## src/rtl/mem_request_ctrl_if.sv

```systemverilog
// mem_request_ctrl_if: bundles the pipeline-side request and cache-side
// handshake signals of mem_request_ctrl.
//   master : controller view (takes EX/MEM request + cache response,
//            drives cache request, MEM/WB load data and stall/done status)
//   slave  : environment view (pipeline + cache), directions mirrored
// Parameter STALL_CNT_W must match the controller's STALL_CNT_W.
interface mem_request_ctrl_if #(
   parameter int unsigned STALL_CNT_W = 16
) ();

   // pipeline request (EX/MEM register)
   logic                   dRENIN;
   logic                   dWENIN;
   logic [31:0]            addrIN;
   logic [31:0]            storeIN;

   // cache response
   logic                   dhit;
   logic [31:0]            dmemload;

   // cache request
   logic                   dmemREN;
   logic                   dmemWEN;
   logic [31:0]            dmemaddr;
   logic [31:0]            dmemstore;

   // pipeline status / results
   logic [31:0]            loadOUT;
   logic                   mem_stall;
   logic                   mem_done;
   logic [STALL_CNT_W-1:0] stall_cnt;

   modport master (
      input  dRENIN, dWENIN, addrIN, storeIN, dhit, dmemload,
      output dmemREN, dmemWEN, dmemaddr, dmemstore,
      output loadOUT, mem_stall, mem_done, stall_cnt
   );

   modport slave (
      output dRENIN, dWENIN, addrIN, storeIN, dhit, dmemload,
      input  dmemREN, dmemWEN, dmemaddr, dmemstore,
      input  loadOUT, mem_stall, mem_done, stall_cnt
   );

endinterface

```

## src/rtl/mem_request_ctrl.sv

```systemverilog
// mem_request_ctrl: sequences one data-cache access per EX/MEM load/store
// request (IDLE -> REQ -> DONE) and stalls the upstream pipeline meanwhile.
// Ports:
//   CLK        system clock, rising edge
//   nRST       asynchronous active-low reset
//   bus        mem_request_ctrl_if.master
//              in : dRENIN, dWENIN, addrIN, storeIN, dhit, dmemload
//              out: dmemREN, dmemWEN, dmemaddr, dmemstore, loadOUT,
//                   mem_stall (combinational), mem_done, stall_cnt
// Optional feature: define MEM_STALL_CNT_EN to build a saturating stall-cycle
// counter on stall_cnt; otherwise stall_cnt is tied to zero.
module mem_request_ctrl #(
   parameter int unsigned STALL_CNT_W = 16
) (
   input  logic                CLK,
   input  logic                nRST,
   mem_request_ctrl_if.master  bus
);

   typedef enum logic [1:0] {
      IDLE = 2'd0,
      REQ  = 2'd1,
      DONE = 2'd2
   } state_t;

   state_t      state;
   state_t      next_state;

   logic        ren_q,   ren_d;
   logic        wen_q,   wen_d;
   logic [31:0] addr_q,  addr_d;
   logic [31:0] store_q, store_d;
   logic [31:0] load_q,  load_d;
   logic        done_q,  done_d;

   logic        req_c;
   logic        mem_stall_c;
   logic        unused_addr_lsb;

   assign req_c           = bus.dRENIN | bus.dWENIN;
   // Byte offset is dropped: the cache is word addressed.
   assign unused_addr_lsb = ^bus.addrIN[1:0];

   // State register
   always_ff @(posedge CLK or negedge nRST) begin
      if (!nRST) begin
         state <= IDLE;
      end else begin
         state <= next_state;
      end
   end

   // Next-state logic
   always_comb begin
      next_state = state;
      case (state)
         IDLE:    if (req_c)    next_state = REQ;
         REQ:     if (bus.dhit) next_state = DONE;
         DONE:    next_state = IDLE;
         default: next_state = IDLE;
      endcase
   end

   // Output logic: next values of the registered outputs
   always_comb begin
      ren_d   = ren_q;
      wen_d   = wen_q;
      addr_d  = addr_q;
      store_d = store_q;
      load_d  = load_q;
      done_d  = 1'b0;
      case (state)
         IDLE: begin
            if (req_c) begin
               // A simultaneous read and write performs the read only.
               ren_d   = bus.dRENIN;
               wen_d   = bus.dWENIN & ~bus.dRENIN;
               addr_d  = {bus.addrIN[31:2], 2'b00};
               store_d = bus.storeIN;
            end
         end
         REQ: begin
            if (bus.dhit) begin
               ren_d  = 1'b0;
               wen_d  = 1'b0;
               done_d = 1'b1;
               if (ren_q) begin
                  load_d = bus.dmemload;
               end
            end
         end
         DONE: begin
            ren_d = 1'b0;
            wen_d = 1'b0;
         end
         default: begin
            ren_d = 1'b0;
            wen_d = 1'b0;
         end
      endcase
   end

   // Output registers
   always_ff @(posedge CLK or negedge nRST) begin
      if (!nRST) begin
         ren_q   <= 1'b0;
         wen_q   <= 1'b0;
         addr_q  <= '0;
         store_q <= '0;
         load_q  <= '0;
         done_q  <= 1'b0;
      end else begin
         ren_q   <= ren_d;
         wen_q   <= wen_d;
         addr_q  <= addr_d;
         store_q <= store_d;
         load_q  <= load_d;
         done_q  <= done_d;
      end
   end

   // DONE releases the stall so the pipeline advances exactly once per access.
   assign mem_stall_c = req_c & (state != DONE);

   assign bus.dmemREN   = ren_q;
   assign bus.dmemWEN   = wen_q;
   assign bus.dmemaddr  = addr_q;
   assign bus.dmemstore = store_q;
   assign bus.loadOUT   = load_q;
   assign bus.mem_done  = done_q;
   assign bus.mem_stall = mem_stall_c;

`ifdef MEM_STALL_CNT_EN
   logic [STALL_CNT_W-1:0] cnt_q;

   // Saturating stall-cycle counter
   always_ff @(posedge CLK or negedge nRST) begin
      if (!nRST) begin
         cnt_q <= '0;
      end else if (mem_stall_c && (cnt_q != '1)) begin
         cnt_q <= cnt_q + STALL_CNT_W'(1);
      end
   end

   assign bus.stall_cnt = cnt_q;
`else
   assign bus.stall_cnt = '0;
`endif

endmodule

```

## src/flat_wrapper.sv

```systemverilog
// flat-port wrapper written by rule: the top's interface ports become plain ports
module mem_request_ctrl_flat 
#(
   parameter int unsigned STALL_CNT_W = 16
)
  (CLK, nRST, bus_dRENIN, bus_dWENIN, bus_addrIN, bus_storeIN, bus_dhit, bus_dmemload, bus_dmemREN, bus_dmemWEN, bus_dmemaddr, bus_dmemstore, bus_loadOUT, bus_mem_stall, bus_mem_done, bus_stall_cnt);
  mem_request_ctrl_if #(.STALL_CNT_W(STALL_CNT_W)) bus_i ();
  input  logic CLK;
  input  logic nRST;
  input wire logic [$bits(bus_i.dRENIN)-1:0] bus_dRENIN;
  input wire logic [$bits(bus_i.dWENIN)-1:0] bus_dWENIN;
  input wire logic [$bits(bus_i.addrIN)-1:0] bus_addrIN;
  input wire logic [$bits(bus_i.storeIN)-1:0] bus_storeIN;
  input wire logic [$bits(bus_i.dhit)-1:0] bus_dhit;
  input wire logic [$bits(bus_i.dmemload)-1:0] bus_dmemload;
  output wire logic [$bits(bus_i.dmemREN)-1:0] bus_dmemREN;
  output wire logic [$bits(bus_i.dmemWEN)-1:0] bus_dmemWEN;
  output wire logic [$bits(bus_i.dmemaddr)-1:0] bus_dmemaddr;
  output wire logic [$bits(bus_i.dmemstore)-1:0] bus_dmemstore;
  output wire logic [$bits(bus_i.loadOUT)-1:0] bus_loadOUT;
  output wire logic [$bits(bus_i.mem_stall)-1:0] bus_mem_stall;
  output wire logic [$bits(bus_i.mem_done)-1:0] bus_mem_done;
  output wire logic [$bits(bus_i.stall_cnt)-1:0] bus_stall_cnt;
  assign bus_i.dRENIN = bus_dRENIN;
  assign bus_i.dWENIN = bus_dWENIN;
  assign bus_i.addrIN = bus_addrIN;
  assign bus_i.storeIN = bus_storeIN;
  assign bus_i.dhit = bus_dhit;
  assign bus_i.dmemload = bus_dmemload;
  assign bus_dmemREN = bus_i.dmemREN;
  assign bus_dmemWEN = bus_i.dmemWEN;
  assign bus_dmemaddr = bus_i.dmemaddr;
  assign bus_dmemstore = bus_i.dmemstore;
  assign bus_loadOUT = bus_i.loadOUT;
  assign bus_mem_stall = bus_i.mem_stall;
  assign bus_mem_done = bus_i.mem_done;
  assign bus_stall_cnt = bus_i.stall_cnt;
  mem_request_ctrl #(.STALL_CNT_W(STALL_CNT_W)) u_core (.CLK(CLK), .nRST(nRST), .bus(bus_i));
endmodule
```

## config.mk

```make
export PLATFORM = sky130hd
export DESIGN_NAME = mem_request_ctrl_flat
export DESIGN_NICKNAME = d
export VERILOG_FILES = /design/src/rtl/mem_request_ctrl_if.sv /design/src/rtl/mem_request_ctrl.sv /design/src/flat_wrapper.sv
export SDC_FILE = /design/constraint.sdc
export NUM_CORES = 1
export LEC_CHECK = 0
export BUFFER_PORTS_ARGS = -buffer_cell sky130_fd_sc_hd__buf_2
export CELL_PAD_IN_SITES_DETAIL_PLACEMENT = 1
export CELL_PAD_IN_SITES_GLOBAL_PLACEMENT = 1
export CORE_MARGIN = 4
export CORE_UTILIZATION = 37
export CTS_CLUSTER_SIZE = 25
export DETAILED_ROUTE_END_ITERATION = 16
export PLACE_DENSITY_LB_ADDON = 0.1
export RECOVER_POWER = 50
export SLEW_MARGIN = 5
export SYNTH_ARGS = -nofsm -noshare
export SYNTH_HDL_FRONTEND = slang
export SYNTH_SLANG_ARGS = --single-unit
```

## constraint.sdc

```tcl
create_clock -name CLK -period 2.3 [get_ports CLK]
set_input_delay 0.345 -clock CLK [delete_from_list [all_inputs] [get_ports CLK]]
set_output_delay 0.345 -clock CLK [all_outputs]
set_load 0.01 [all_outputs]
```

# ---- Yosys cells after proc, flatten, opt, wreduce, memory -nomap -nowiden
# Cells that the tools add are included.
dict set report totals {
  out_inout_bits 116
  reg_bits 99
  elab_cells 29
}
dict set report classes {
  eq_ne 4
  bitwise 4
  reduce_logical 4
  mux 10
}
# cell count
set ops {}
lappend ops {{$mux 1} 5}
lappend ops {{$mux 2} 2}
lappend ops {{$ne 2x2->1 const B} 2}
lappend ops {{$pmux 1 s2} 2}
lappend ops {{$pmux 2 s2} 1}
lappend ops {{$reduce_and 2->1} 2}
lappend ops {{$reduce_and 3->1} 1}
lappend ops {{$and 1x1->1} 2}
lappend ops {{$eq 2x1->1 const B} 1}
lappend ops {{$logic_not 2->1} 1}
lappend ops {{$ne 2x1->1 const B} 1}
lappend ops {{$not 1->1} 1}
lappend ops {{$or 1x1->1} 1}

# ---- Longest topological paths before layout
# Gate-level depths: netlist of run 1.
dict set report logic_depth {
  depth_word 4
  depth_mapped 5
}

# ---- Worst setup path after synthesis of run 1
# Ideal clock, no wire load.
dict set report synth_timing {
  path_type {flip-flop to flip-flop}
  start {reg u_core.state[0]}
  end {reg u_core.load_q[0], in the netlist u_core.bus.loadOUT[0]}
  arrival_ns 1.268
  path_buffers 2
  slack_ns 0.907
  setup_ns 0.125
  t_required_ns 2.175
  stages_incl_launch_ff 6
  path_cell_list {dfrtp_1 buf_4 and3b_2 nand2_4 buf_6 mux2_4}
}
dict set report synth_via {
  elab_chain_cells 2
}
# item line
set synth_rtl {}
lappend synth_rtl {{start: declaration} mem_request_ctrl.sv:26} ;# state_t state;
lappend synth_rtl {{start signal: assignment} mem_request_ctrl.sv:49} ;# state <= next_state;
lappend synth_rtl {{$eq 2x1->1} mem_request_ctrl.sv:72} ;# case (state)
lappend synth_rtl {{$reduce_and 3->1 (no source line)} n/a}
lappend synth_rtl {{end signal: assignment} mem_request_ctrl.sv:117} ;# load_q <= load_d;
lappend synth_rtl {{end: declaration} mem_request_ctrl.sv:33} ;# logic [31:0] load_q, load_d;
# Every way passes these cells.
# A chain may end at the register's enable or synchronous reset.

# ---- Worst setup path after layout of run 1
dict set report layout_timing {
  start {reg u_core.state[0]}
  end {reg u_core.load_q[19], in the netlist u_core.bus.loadOUT[19]}
}
# Same word-level chain as after synthesis.

==> impl_metrics.toml, run 1 <==
[outcome]
status = "complete, no violations"

[sta]
timing.final.ws_setup_ns = 0.580
report.final.slew_viol_count = 0
setup_viol = 0
fmaxAchievable_mhz = 581
period_share = 0.748
finalHoldViolations = 0
clock-skew-final_ns = 0.0130
grt_setup_unrepaired = "no"
min_period_ns = 1.72
tightest_slew_ns = 1.27
max_slew_margin = 0.153
setup_tns_ns = 0

[route]
drtIter0Drc = 55
wl_per_cell_um = 16.4
drt-total-wl_mm = 9.49
drcViolationCount = 0
vias = 2588
vias_per_cell = 4.47
dr.pass1.iters = 3
drtAntennaViolNets = 0

[power]
seq_power_share = 0.448
leakagePower_nw = 2.60
swShare = 0.334
p_int_w = 0.00450
power.switching_w = 0.00226
power_frac_clock = 0.158
vdd_drop_max_v = 0.000511
cellPowerDensity_nw_per_um2 = 1310
combPwrFrac = 0.394

[synthesis]
synth_seq_cells = 99
synth_cells = 237
ys_warn_count = 0
netlist_area_um2 = 4010
synth_area_per_cell_um2 = 16.9
yosysSeqAreaShare = 0.618
ys_types = 19

[flow_run]
maxCapViolCount = 0

[cts]
cts_setup_buffers = 0
clock_sinks = 99
clk_pin_slew_ns = 0.10
cts_hold_buf = 0
root_buffer = "clkbuf_8"
insertion_delay_ns = 0.35
cts_tree = "yes"
cts-resized-gates = 0
cts_buffers = 9
htree_num_levels = 3
clockBufferDepth = 2

[final_layout]
drive_gt1_frac = 0.605
n_antenna_cell = 0
syn2layout_area_growth_pct = 29.0
layout_common_cells = "151 x buf_2, 99 x dfrtp_1, 64 x mux2_2"
layout_commonest_cell = "buf_2"
num-fill-cells = 1153
multiInputGateArea_um2 = 1360
fin_nets = 540
seqCellArea_um2 = 2480

[setup_path]
crit_arrival_ns = 1.95
cp-start-kind = "flip-flop"
end_kind = "flip-flop"
crit_required_ns = 2.53
worstPathMaxFanout = 20
path_class = "reg2reg"
reg2reg_depth = 4

[floorplanning]
rows = 37
die_y_um = 112
coreArea_um2 = 10500
ios = 217
floorplan.initialDensity = 0.383
fp.dieW_um = 112
die_area_um2 = 12600

[global_routing]
antenna_found_initial = 0
grt_max_degree = 51
grt_pass1_wl_mm = 14.8
grt_use_total = 0.147
grt_pass1_vias = 2882
grt_overflow = 0

[worst_hold_path]
worstHoldPathCells = 2
hp-class = "in2reg"

[placement]
gp_congestion = 0.736
portBuffers = 196
dpl.hpwl_mm = 7.26
pre_cts_ws_ns = 0.556
## cell type report
| type | instances | share of cell area |
|---|---|---|
| repair buffers | 202 | 0.190 |
| clock buffers | 11 | 0.0254 |
| flip-flops and latches | 99 | 0.479 |
| inverters | 1 | 0.000725 |
| clock inverters | 4 | 0.0102 |
| multi-input cells | 126 | 0.262 |
| well taps | 136 | 0.0329 |
## flip-flops by register name (all words and copies together) (netlist names)
register / flops
u_core.bus.mem_done: 1
u_core.bus.loadOUT: 32
u_core.bus.dmemREN: 1
u_core.bus.dmemstore: 32
u_core.bus.dmemaddr: 30
u_core.bus.dmemWEN: 1
u_core.state: 2
## stage by stage
step                std cells  cell area, um^2  total power (W)   util  hold WS (ns)
global placement          564             5050          0.00578  0.483         0.409
global route              579             5170          0.00722  0.495         0.184
floorplan                 254             4080          0.00469      -        0.0494
detailed placement        564             5050          0.00588  0.483         0.421
CTS                       579             5230          0.00698  0.500        0.0264
finish                    579             5170          0.00676  0.495         0.217
## critical path: stages, from the launching register on
cell	delay, ns
dfrtp_1	0.49
and3b_1	0.26
nand2_4	0.30
buf_4	0.25
mux2_4	0.31
## cell usage after synthesis, drive strengths merged
library cell	number	area [um^2]
dfrtp	99	2480
mux2	94	1170
buf	28	244
nor2	3	13.8
and3b	2	18.8
mux2i	2	20.0
a211oi	1	7.51
a22oi	1	7.51
a32o	1	10.0
conb	1	3.75
inv	1	3.75
nand2	1	11.3
nor3	1	5.00
o21ai	1	8.76
o22a	1	8.76
## routing by layer
layer	routed length (um)	up-vias	global-route usage	share of wire
met5	0	-	0	0
met4	44	0	0.0337	0.0046
met3	861	4	0.0550	0.091
met2	4530	128	0.236	0.48
met1	4050	1268	0.190	0.43
li1	-	1188	-	-
## power by group through the flow
| stage | Sequential [W] | Combinational (W) | Clock, W |
|---|---|---|---|
| after floorplan | 0.00343 | 0.00126 | 0 |
| after global placement | 0.00300 | 0.00278 | 0 |
| after detailed placement | 0.00304 | 0.00284 | 0 |
| after CTS | 0.00302 | 0.00284 | 0.00112 |
| after global routing | 0.00315 | 0.00288 | 0.00119 |
| final | 0.00303 | 0.00266 | 0.00107 |
## kinds of logic (layout without fill, tap and decap cells)
family | after synthesis | in the layout | share of synthesized area
compound gates | 5 | 5 | 0.0106
buf+inv | 29 | 218 | 0.0618
mux | 96 | 96 | 0.297
flops | 99 | 99 | 0.618
other cells | 1 | 18 | 0.000935
simple gates | 7 | 7 | 0.0122
## path summary, 6_finish.rpt
kind / slack (ns) / endpoint / from
max: 0.58 / u_core.bus.loadOUT[19]$_DFFE_PN0P_ / u_core.state[0]$_DFFE_PN0P_
min: 0.22 / u_core.bus.dmemaddr[28]$_DFFE_PN0P_ / bus_addrIN[28]
max reg2reg: 0.58 / u_core.bus.loadOUT[19]$_DFFE_PN0P_ / u_core.state[0]$_DFFE_PN0P_
min reg2reg: 0.51 / u_core.bus.dmemaddr[17]$_DFFE_PN0P_ / u_core.bus.dmemaddr[17]$_DFFE_PN0P_
max in group asynchronous: 1.14 / u_core.bus.loadOUT[26]$_DFFE_PN0P_ / nRST
min in group asynchronous: 0.25 / u_core.bus.dmemstore[4]$_DFFE_PN0P_ / nRST
Power figures use the tool's default switching activity.
==> inputs of run 2 (changes only) <==
- CORE_UTILIZATION: 37 -> 31
- clock period: 2.3 -> 1.51 ns (I/O delays scaled with it)
==> run 2 against run 1 <==
  * Clock-buffer cell count unchanged
  * First-iteration DRC count up 95%
  * Total power up 66%
  * Global-route usage down 2.0 points
  * Sequential power up 51%
  * Routed wire length down 1.4%
  * Clock skew down 0.0049 ns
  * Register-to-register slack worse by 0.52 ns
  * Utilization down 6.0 points
  * Die area up 18%
  * Hold slack worse by 0.11 ns
==> impl_metrics.toml, run 2 (same netlist as run 1, synthesis figures left out) <==
[outcome]
status = "complete, no violations"

[floorplanning]
die_area_um2 = 14800
floorplan.initialDensity = 0.318
fp.dieW_um = 122
ios = 217
rows = 41
coreArea_um2 = 12600
die_y_um = 122

[sta]
tightest_slew_ns = 0.553
finalHoldViolations = 0
period_share = 0.972
report.final.slew_viol_count = 0
fmaxAchievable_mhz = 681
clock-skew-final_ns = 0.00814
max_slew_margin = 0.631
min_period_ns = 1.47
setup_viol = 0
grt_setup_unrepaired = "yes"

[final_layout]
layout_commonest_cell = "buf_2"
n_antenna_cell = 0
syn2layout_area_growth_pct = 36.8
drive_gt1_frac = 0.630
layout_common_cells = "159 x buf_2, 99 x dfrtp_1, 64 x mux2_2"
finish.utilization = 0.435
fin_cells = 623
fin_nets = 547
stdcell_area_um2 = 5490

[power]
cellPowerDensity_nw_per_um2 = 2040
leakagePower_nw = 2.76
vdd_drop_max_v = 0.000912

[setup_path]
crit_chain = "buf_6 -> o22a_1 -> buf_2"
slowest_delay_ns = 0.41
cp_slowest_cell = "dfrtp_1"
critPathCapture = "bus_mem_stall"
path_depth = 3
cp-startpoint = "u_core.state[0]$_DFFE_PN0P_"
cp_top_family = "flip-flops"
crit_arrival_ns = 1.24
worstPathMaxFanout = 7
reg2reg_depth = 5
crit_required_ns = 1.28
r2r_end = "u_core.bus.dmemstore[30]$_DFFE_PN0P_"
path_class = "reg2out"
cp-start-kind = "flip-flop"
end_kind = "primary output"
critPathBufInv = 2
r2r_start = "u_core.state[1]$_DFFE_PN0P_"
rrSetupSlack_ns = 0.06

[global_routing]
grt_pass1_vias = 2845
grt_use_total = 0.127
grt_pass1_wl_mm = 14.5
grt_max_degree = 47
antenna_found_initial = 0
grt_overflow = 0

[route]
drcViolationCount = 0
wl_per_cell_um = 15.0
drtIter0Drc = 107
vias_per_cell = 4.23
vias = 2634
drtAntennaViolNets = 0
drt-total-wl_mm = 9.36
dr.pass1.iters = 3

[cts]
clk_pin_slew_ns = 0.07
insertion_delay_ns = 0.34
htree_num_levels = 3
clock_sinks = 99
cts_tree = "yes"
root_buffer = "clkbuf_16"
cts_buffers = 9
clockBufferDepth = 2

[placement]
dp.cells = 605
portBuffers = 196
gp_congestion = 0.687
dpl.hpwl_mm = 7.23
placedInstanceArea_um2 = 5210

[flow_run]
maxCapViolCount = 0

[worst_hold_path]
hp-class = "in2reg"
hold_start = "bus_dmemload[14]"
## run 2: layout make-up
class	instances	area (um^2)
clock inverter	5	77.6
timing repair buffer	209	1120
sequential	99	2480
multi-input combinational	126	1360
fill	1389	7130
inverter	1	3.75
clock buffer	11	233
tap	172	215
## run 2: routing by layer
metal / GRT usage / wire length [um]
met1: 0.155 / 3940
met2: 0.198 / 4270
met3: 0.0655 / 1040
met4: 0.0336 / 97
met5: 0 / 0
## run 2: where the power goes
| part | leakage (nW) | internal [W] | total [W] | switching [W] |
|---|---|---|---|---|
| clock network | 0.150 | 0.00145 | 0.00241 | 0.000958 |
| registers | 1.17 | 0.00394 | 0.00458 | 0.000636 |
| logic | 1.44 | 0.00231 | 0.00423 | 0.00193 |
| total | 2.76 | 0.00769 | 0.0112 | 0.00352 |
## run 2: metrics by stage
step / setup WS [ns] / total power (W) / hold WS (ns) / TNS [ns]
after CTS: 0.0157 / 0.0116 / 0.0911 / 0
after floorplan: 0.117 / 0.00715 / -0.0691 / 0
after detailed placement: 0.106 / 0.00907 / 0.140 / 0
final: 0.0426 / 0.0112 / 0.111 / 0
after global routing: -0.0291 / 0.0120 / 0.0948 / -0.317
after global placement: 0.125 / 0.00896 / 0.135 / 0
## run 2: timing repair
| action | in CTS | in global routing |
|---|---|---|
| hold buffers | 1 | 0 |
| buffers inserted | 1 | 0 |
| hold endpoints to repair | 18 | 0 |
| setup endpoints to repair | 1 | 14 |
| gates resized for setup | 1 | 1 |
## run 2: worst min path at each step
stage	slack, ns	cells after the start	endpoint
floorplan	-0.07	0	u_core.bus.dmemREN$_DFFE_PN0P_
global placement	0.14	1	u_core.bus.dmemstore[3]$_DFFE_PN0P_
detailed placement	0.14	1	u_core.bus.dmemstore[3]$_DFFE_PN0P_
CTS	0.09	2	u_core.bus.loadOUT[14]$_DFFE_PN0P_
global route	0.09	2	u_core.bus.loadOUT[0]$_DFFE_PN0P_
finish	0.11	2	u_core.bus.loadOUT[14]$_DFFE_PN0P_
## run 2: worst reg2reg max path, stage by stage, from the launching register on
cell,delay (ns)
dfrtp_1,0.40
buf_4,0.14
nor2_2,0.18
o21ai_4,0.13
buf_4,0.21
mux2_2,0.28
==> inputs of run 3 (changes only) <==
- GPL_TIMING_DRIVEN: not set -> 0
==> run 3 against run 2 <==
  * Sequential power is essentially flat
  * Final area grew 1.2%
  * Non-clock buffer count grew 19
  * Die area is the same
  * Register-to-register slack is essentially flat
  * Clock skew grew 0.0014 ns
  * Global-route usage shrank 0.099 points
  * Worst setup slack gained 0.027 ns
  * Clock-buffer cell count grew 1
  * Cell count grew 3.0%
  * Sequential share of layout area shrank 0.53 points
  * Critical endpoint is now u_core.bus.loadOUT[10]$_DFFE_PN0P_
  * Largest power group unchanged
==> impl_metrics.toml, run 3 (same netlist as run 1, synthesis figures left out) <==
[setup_path]
crit_arrival_ns = 1.66
cp_slowest_cell = "dfrtp_1"
cp-start-kind = "flip-flop"
rrSetupSlack_ns = 0.07
crit_chain = "buf_4 -> and3b_1 -> nand2_4 -> buf_12 -> mux2_4"
end_kind = "flip-flop"
crit_required_ns = 1.73
cp_top_family = "flip-flops"
cp-startpoint = "u_core.state[0]$_DFFE_PN0P_"
r2r_end = "u_core.bus.loadOUT[10]$_DFFE_PN0P_"
path_class = "reg2reg"
worstPathMaxFanout = 10
r2r_start = "u_core.state[0]$_DFFE_PN0P_"
slowest_delay_ns = 0.36
reg2reg_depth = 5
critPathBufInv = 2

[route]
drtAntennaViolNets = 0
drtIter0Drc = 74
vias_per_cell = 4.18
wl_per_cell_um = 14.9
drcViolationCount = 0
vias = 2683
dr.pass1.iters = 3
drt-total-wl_mm = 9.54

[power]
cellPowerDensity_nw_per_um2 = 1990
leakagePower_nw = 2.69
vdd_drop_max_v = 0.000858

[final_layout]
fin_nets = 566
n_antenna_cell = 0
stdcell_area_um2 = 5550
layout_common_cells = "99 x dfrtp_1, 98 x buf_2, 97 x clkbuf_1"
layout_commonest_cell = "dfrtp_1"
finish.utilization = 0.440
syn2layout_area_growth_pct = 38.4
drive_gt1_frac = 0.517

[floorplanning]
die_area_um2 = 14800
rows = 41
die_y_um = 122
fp.dieW_um = 122
floorplan.initialDensity = 0.318
ios = 217
coreArea_um2 = 12600

[placement]
dpl.hpwl_mm = 7.17
placedInstanceArea_um2 = 5300
portBuffers = 196
gp_congestion = 0.682

[sta]
setup_viol = 0
grt_setup_unrepaired = "no"
clock-skew-final_ns = 0.00958
period_share = 0.954
report.final.slew_viol_count = 0
min_period_ns = 1.44
fmaxAchievable_mhz = 694
finalHoldViolations = 0
setup_tns_ns = 0

[global_routing]
antenna_found_initial = 0
grt_use_total = 0.126
grt_pass1_vias = 2864
grt_max_degree = 66
grt_overflow = 0
grt_pass1_wl_mm = 14.4

[outcome]
status = "complete, no violations"

[flow_run]
maxCapViolCount = 0

[worst_hold_path]
worstHoldPathCells = 2
hold_start = "bus_dmemload[20]"
whs_endpoint = "u_core.bus.loadOUT[20]$_DFFE_PN0P_"
hp-class = "in2reg"

[cts]
clockBufferDepth = 2
clock_sinks = 99
clk_pin_slew_ns = 0.07
root_buffer = "clkbuf_16"
cts_tree = "yes"
htree_num_levels = 3
insertion_delay_ns = 0.34
cts_buffers = 9
-- run 3: changes by cell type in the layout (fill, tap and decap cells not counted), moves of 3 or more --
cell      before  now
buf_2        159   98
clkbuf_1      38   97
clkbuf_8       0    3
buf_6          3    6
buf_4          3   22
buf_12         6    3
-- run 3: routing by layer --
metal	vias to the layer above	wire length, um	track usage
met2	134	4260	0.189
met1	1296	4130	0.165
met3	13	981	0.0432
li1	1240	-	-
met4	0	170	0.0567
met5	-	0	0
-- run 3: worst max-delay path by stage --
stage                                              end  slack [ns]  cells past startpoint
floorplan            u_core.bus.loadOUT[0]$_DFFE_PN0P_        0.12                      5
global placement    u_core.bus.loadOUT[18]$_DFFE_PN0P_       -0.90                      1
detailed placement  u_core.bus.dmemaddr[3]$_DFFE_PN0P_       -0.18                      4
CTS                 u_core.bus.loadOUT[10]$_DFFE_PN0P_        0.01                      5
global route        u_core.bus.loadOUT[10]$_DFFE_PN0P_       0.004                      5
finish              u_core.bus.loadOUT[10]$_DFFE_PN0P_        0.07                      5
-- run 3: layout make-up --
cell class | count | area, um^2
fill | 1411 | 7070
sequential | 99 | 2480
multi-input combinational | 126 | 1360
timing repair buffer | 200 | 915
buffer | 28 | 270
clock buffer | 12 | 267
tap | 172 | 215
clock inverter | 4 | 47.5
inverter | 1 | 3.75
-- run 3: power breakdown --
group	switching (W)	internal (W)
registers	0.000661	0.00394
clock network	0.000958	0.00141
logic	0.00194	0.00211
total	0.00356	0.00747
-- run 3: stage by stage --
stage               setup slack (ns)  hold slack, ns  instances  total power, W
floorplan                      0.117         -0.0691        254         0.00715
global placement              -0.901           0.458        622         0.00896
detailed placement            -0.183           0.232        623         0.00905
CTS                           0.0126          0.0964        640          0.0115
global route                 0.00405          0.0973        642          0.0117
finish                        0.0694           0.111        642          0.0110
-- run 3: timing repair --
action / in CTS / in global routing
setup buffers: 0 / 2
endpoints found under the hold margin: 34 / 0
cloned: 0 / 0
resized for setup: 1 / 6
endpoints found under the setup margin: 60 / 30
hold buffers: 1 / 0
pin swaps: 0 / 1
